[src/rtl/avst_pkt_gen.sv]
// avst_pkt_gen: Avalon-ST transmitter emitting one incrementing byte-pattern packet per command
module avst_pkt_gen #(
  parameter int DATA_WIDTH = 128,
  parameter int EMPTY_WIDTH = $clog2(DATA_WIDTH/8),
  parameter int LEN_WIDTH = 16
) (
  input  logic                   clk,
  input  logic                   areset_n,
  input  logic                   cmd_valid,
  output logic                   cmd_ready,
  input  logic [LEN_WIDTH-1:0]   cmd_len,
  input  logic [7:0]             cmd_seed,
  input  logic                   cmd_channel,
  output logic [DATA_WIDTH-1:0]  data_out_data,
  output logic                   data_out_startofpacket,
  output logic                   data_out_endofpacket,
  output logic                   data_out_channel,
  output logic [EMPTY_WIDTH-1:0] data_out_empty,
  output logic                   data_out_valid,
  input  logic                   data_out_ready,
  output logic                   busy,
  output logic                   zero_len_err,
  output logic [31:0]            pkt_count
);
  localparam int BYTES = DATA_WIDTH/8;
  localparam logic [LEN_WIDTH-1:0] BYTES_L = LEN_WIDTH'(BYTES);
  typedef enum logic {IDLE, SEND} state_t;
  state_t state, state_nxt;
  logic [LEN_WIDTH-1:0] rem;
  logic [7:0] nb;
  logic chan, first, eop, fire, accept;
  assign eop = rem <= BYTES_L;
  assign fire = state == SEND && data_out_ready;
  assign accept = state == IDLE && cmd_valid;
  always_ff @(posedge clk or negedge areset_n)
    if (!areset_n) state <= IDLE;
    else state <= state_nxt;
  always_comb
    state_nxt = state == IDLE ? ((cmd_valid && cmd_len != '0) ? SEND : IDLE)
                              : ((fire && eop) ? IDLE : SEND);
  // Beat fields only move on a transfer, so they hold under backpressure.
  always_ff @(posedge clk or negedge areset_n)
    if (!areset_n) begin
      rem <= '0;
      nb <= '0;
      chan <= 1'b0;
      first <= 1'b0;
      zero_len_err <= 1'b0;
      pkt_count <= '0;
    end else begin
      zero_len_err <= accept && cmd_len == '0;
      if (accept && cmd_len != '0) begin
        rem <= cmd_len;
        nb <= cmd_seed;
        chan <= cmd_channel;
        first <= 1'b1;
      end else if (fire) begin
        rem <= eop ? '0 : rem - BYTES_L;
        nb <= nb + 8'(BYTES);
        first <= 1'b0;
        if (eop) pkt_count <= pkt_count + 32'd1;
      end
    end
  always_comb begin
    cmd_ready = state == IDLE && areset_n;
    busy = state == SEND;
    data_out_valid = busy;
    data_out_startofpacket = busy && first;
    data_out_endofpacket = busy && eop;
    data_out_channel = busy && chan;
    data_out_empty = (busy && eop) ? EMPTY_WIDTH'(BYTES_L - rem) : '0;
    data_out_data = '0;
    for (int k = 0; k < BYTES; k++)
      data_out_data[DATA_WIDTH-1-8*k -: 8] = (busy && !(eop && LEN_WIDTH'(k) >= rem)) ? nb + 8'(k) : 8'h00;
  end
endmodule

[config.mk]
export PLATFORM = sky130hd
export DESIGN_NAME = avst_pkt_gen
export DESIGN_NICKNAME = d
export VERILOG_FILES = /design/src/rtl/avst_pkt_gen.sv
export SDC_FILE = /design/constraint.sdc
export NUM_CORES = 1
export LEC_CHECK = 0
export BUFFER_PORTS_ARGS = -buffer_cell sky130_fd_sc_hd__buf_4
export CAP_MARGIN = 5
export CELL_PAD_IN_SITES_DETAIL_PLACEMENT = 1
export CELL_PAD_IN_SITES_GLOBAL_PLACEMENT = 2
export CORE_MARGIN = 3
export CORE_UTILIZATION = 27
export CTS_BUF_LIST = sky130_fd_sc_hd__clkbuf_16
export CTS_CLUSTER_SIZE = 20
export DETAILED_ROUTE_END_ITERATION = 8
export PLACE_DENSITY = 0.87
export SLEW_MARGIN = 5
export SYNTH_ARGS = -nofsm -noshare
export SYNTH_HDL_FRONTEND = slang
export SYNTH_SLANG_ARGS = --single-unit
[constraint.sdc]
create_clock -name clk -period 3.2 [get_ports clk]
set_input_delay 0.64 -clock clk [delete_from_list [all_inputs] [get_ports clk]]
set_output_delay 0.64 -clock clk [all_outputs]
set_load 0.005 [all_outputs]
==> Yosys cells after proc, flatten, opt, wreduce, memory -nomap -nowiden <==
Index checks and enable logic that the tools add are counted.
{ "word_totals": {"ff_bits": 60, "latch_bits": 0, "ramBits": 0, "rom_bits": 0, "wordCells": 134, "n_memories": 0} }
{ "classes": {"n_addsub": 19, "n_mul": 0, "div": 0, "magnitude_cmp": 17, "n_eq_ne": 0, "n_shift": 0, "n_mux": 27, "bitwise": 2, "reduce_logical": 62} }
{ "ops": {"columns": ["op", "count"], "rows": [
  ["$mux W8", 18],
  ["$ge A4 B16 Y1 const A", 8],
  ["$add A8 B4 Y8 const B", 8],
  ["$ge A3 B16 Y1 const A", 4],
  ["$mux W16", 3],
  ["$logic_and A1 B1 Y1", 42],
  ["$add A32 B1 Y32 const B", 1],
  ["$add A8 B3 Y8 const B", 4],
  ["$ge A1 B16 Y1 const A", 2],
  ["$ge A2 B16 Y1 const A", 2],
  ["$add A8 B2 Y8 const B", 2],
  ["$le A16 B5 Y1 const B", 1],
  ["$logic_not A1 Y1", 16],
  ["$logic_not A16 Y1", 1],
  ["$reduce_bool A16 Y1", 1],
  ["$sub A16 B5 Y16 const B", 1],
  ["$add A8 B1 Y8 const B", 1],
  ["$add A8 B5 Y8 const B", 1],
  ["$mux W1", 5],
  ["$mux W4", 1],
  ["$sub A1 B4 Y4 const A", 1],
  ["$reduce_and A3 Y1", 1],
  ["$not A1 Y1", 2],
  ["$reduce_bool A2 Y1", 1]
]} }

==> Depth between registers and ports, before layout <==
{ "logic_depth": {"word_depth": 5, "depth_mapped": 9} }

==> Least setup slack after synthesis <==
Ideal clock, no wire load.
{ "synth_path": {"path_kind": "reg2out", "startpoint": "register nb[0]", "endpoint": "output port data_out_data[6]", "arrival_time_ps": 2058, "required_time_ps": 2560, "path_slack_ps": 502, "path_stages_with_launch": 9, "cell_sequence": "dfrtp_1 clkbuf_1 clkbuf_1 clkinv_1 ha_1 o21ai_0 nand2_1 xor2_1 nor2_1"} }
{ "synth_between": {"elab_chain_cells": 2} }
{ "synth_lines": {"columns": ["element", "line", "source"], "rows": [
  ["start, declared", "30", "logic [7:0] nb;"],
  ["start signal, assigned", "54", "nb <= cmd_seed;"],
  ["start signal, assigned", "59", "nb <= nb + 8'(BYTES);"],
  ["$add A8 B4 Y8", "74", "data_out_data[DATA_WIDTH-1-8*k -: 8] = (busy && !(eop && LEN_WIDTH'(k) >= rem)) ? nb + 8'(k) : 8'h00;"],
  ["$mux W8", "74", null],
  ["end, declared", "14", "output logic [DATA_WIDTH-1:0] data_out_data,"]
]} }
Every way passes these cells.

==> Worst setup path after layout <==
{ "layout_path": {"startpoint": "register rem[7]", "endpoint": "output port data_out_data[85]"} }
{ "layout_between": {"elab_chain_cells": 5, "word_cells_on_any_way": 6, "cone_classes": "order compare (2); mux (1); reduce/logical (3)"} }
{ "layout_lines": {"columns": ["element", "line", "source"], "rows": [
  ["start, declared", "29", "logic [LEN_WIDTH-1:0] rem;"],
  ["start signal, assigned", "53", "rem <= cmd_len;"],
  ["start signal, assigned", "58", "rem <= eop ? '0 : rem - BYTES_L;"],
  ["$le A16 B5 Y1 / $ge A3 B16 Y1 (equally long branches)", "32, 74", null],
  ["$logic_and A1 B1 Y1 *", "74", null],
  ["$logic_not A1 Y1 *", "74", null],
  ["$logic_and A1 B1 Y1 *", "74", null],
  ["$mux W8 *", "74", null]
]} }
Every way passes the cells marked *; elsewhere a longest branch is shown, timed or not.

==> impl_metrics.ini <==
[power]
peakVddDrop_v = 0.000597
p_leak_uw = 0.00351
p_per_area_mw_per_mm2 = 1130

[finish]
multi_input_area_mm2 = 0.00325
area_growth_pct = 43.1
n_antenna_cell = 0
nFillCells = 2194
utilization = 0.402
final_common_cell = buf_4
final-seq-area_mm2 = 0.00150
finalNetCount = 893
layout_common_cells = buf_4 (229), nor2_1 (129), nand2_1 (63), dfrtp_1 (60), xor2_1 (56)
drive_above_1_share = 0.301

[die]
initial_core_util = 0.281
die_w_um = 141
rows = 48
die_h_um = 141
core_region_area_mm2 = 0.0176
die-area_mm2 = 0.0200
pin_count = 200

[synthesis]
netlist_area_mm2 = 0.00495
synth.area.top_cells = dfrtp_1 (30%), xor2_1 (9.9%), nor2_1 (9.8%)
yosys.area.top_type = dfrtp_1
synth_top_area_frac = 0.303
syn_avg_cell_area_um2 = 7.76
synth-seq-cells = 60
async_flop_share = 1.00
syn_nets = 688
yosys_warnings = 0
synth_cell_types = 53
synth-main-ff-cell = dfrtp_1
synth-edff-count = 0
syn_inst = 638
yosysSeqAreaShare = 0.303

[route]
vias = 5286
drt_wl_total_mm = 20.1
drt_iter0_drc = 210
route.detailed.drc = 0
drt-vias-per-instance = 4.93
routedWlPerCell_um = 18.8
dr.pass1.iters = 4
postRouteAntennaNets = 0

[clock_network]
cts_buffers = 9
cts_root_buffer = clkbuf_16
ctsHtreeMaxLevel = 3
clkSlewWorstSetupHoldPaths_ps = 50
cts_tree = built
cts.sinks = 60
clk_latency_ps = 320
ctsHoldBuffers = 0
cts_buffer_depth = 2

[timing]
tightest_slew_ps = 827
rsz0062_at_grt = false
maxSlewHeadroom = 0.448
max_freq_ghz = 0.338
finalClockSkew_ps = 4.63
finalSetupViolCount = 0
fin_crit_sh = 0.924
hold_violations = 0
period_needed_ps = 2960
slew_viol_final = 0
setup_tns_ps = 0

[global_route]
overflow = 0
grt_max_degree = 61
antenna_found_initial = 0
grt_use_total = 0.196
grt_pass1_wl_mm = 30.9
grt_pass1_vias = 5262

[hold_path]
hold_path_class = flip-flop to flip-flop
holdPathStages = 1

[setup_path]
r2r_cells = 6
critical_path_peak_fanout = 13
arrival_ps = 2320
crit_type = flip-flop to output port
critPathLaunchType = flip-flop
cp-end-kind = output port
worst_ep_required_time_ps = 2560

[flow_run]
maxCapViolations = 0

[placed_design]
dp_hpwl_mm = 15.6
port_buffers = 199
gp_congestion = 0.812

[outcome]
outcome = finished clean
==> state kept, by name, indices dropped and copies added, names as in the netlist <==
name / count
first: 1
pkt_count: 32
zero_len_err: 1
busy: 1
rem: 16
chan: 1
nb: 8
==> cell families after synthesis <==
group / Yosys count / synth area share
multiplexers: 1 / 0.00228
XOR/XNOR: 98 / 0.173
AND/OR/NAND/NOR: 314 / 0.308
AO/OA/AOI/OAI: 90 / 0.116
adder cells (fa/ha/maj): 21 / 0.0531
flip-flops: 60 / 0.303
buffers and inverters: 54 / 0.0437
==> cell usage after synthesis (all sizes together), types with 2 or more instances <==
cell,instances
a32oi,2
nand2,63
a21o,7
nand3,22
dfrtp,60
and3,11
and4,3
nor2b,13
a31oi,3
inv,18
xor2,56
o211ai,2
nor4,10
a22o,5
o31ai,2
buf,10
a21oi,26
and2,16
a221o,3
o21a,3
o21ai,26
or3,8
ha,21
nand4,10
xnor2,42
a22oi,4
nor2,129
clkbuf,25
or4,2
nand2b,5
nor3,20
==> report_power, final <==
part | switching [uW] | total (uW) | internal, uW | leakage, uW
Sequential | 285 | 1210 | 923 | 0.000786
Combinational | 3020 | 5930 | 2920 | 0.00258
Clock | 330 | 836 | 506 | 0.000142
==> metrics by stage <==
step / hold WS [ps] / worst slack, ps / instances / total power [uW] / instance area [um2]
floorplan: 344 / 502 / 638 / 3900 / 4950
global placement: 461 / 423 / 1057 / 7130 / 6810
detailed placement: 466 / 373 / 1057 / 7180 / 6810
CTS: 474 / 16.5 / 1073 / 8050 / 7070
global route: 495 / 58.5 / 1073 / 8620 / 7080
finish: 471 / 242 / 1073 / 7980 / 7080
==> worst max-delay path, stage by stage, from the launching register on <==
cell	delay [ps]
dfrtp_1	450
nor3_4	350
nand4_1	140
buf_4	210
a211o_1	300
nand2_1	270
nor2_1	120
buf_4	150
==> final timing paths <==
check	startpoint	endpoint	slack [ps]
worst min register to register	pkt_count[31]	pkt_count[31]	470
worst min-delay path	pkt_count[31]	pkt_count[31]	470
min in group asynchronous	areset_n	pkt_count[16]	510
worst max-delay path	rem[7]	data_out_data[85]	240
worst max register to register	rem[1]	pkt_count[28]	740
max in group asynchronous	areset_n	pkt_count[9]	2190
==> layout make-up <==
cell class | count | area share
inverter | 19 | 0.0101
timing repair buffer | 229 | 0.243
clock inverter | 7 | 0.00407
sequential | 60 | 0.212
multi-input combinational | 524 | 0.459
tap | 225 | 0.0398
clock buffer | 9 | 0.0318
==> what timing repair did <==
| item | CTS | global route |
|---|---|---|
| resized for setup | 0 | 3 |
| setup endpoints to repair | 0 | 17 |
| buffers inserted | 0 | 0 |
==> per-layer routing <==
layer,up-vias,track usage,routed length (um)
met5,-,0,0
met4,0,0.0444,398
met3,23,0.0263,1040
met2,152,0.336,9740
met1,2562,0.262,8950
li1,2549,-,-
(Power assumes the default switching activity.)
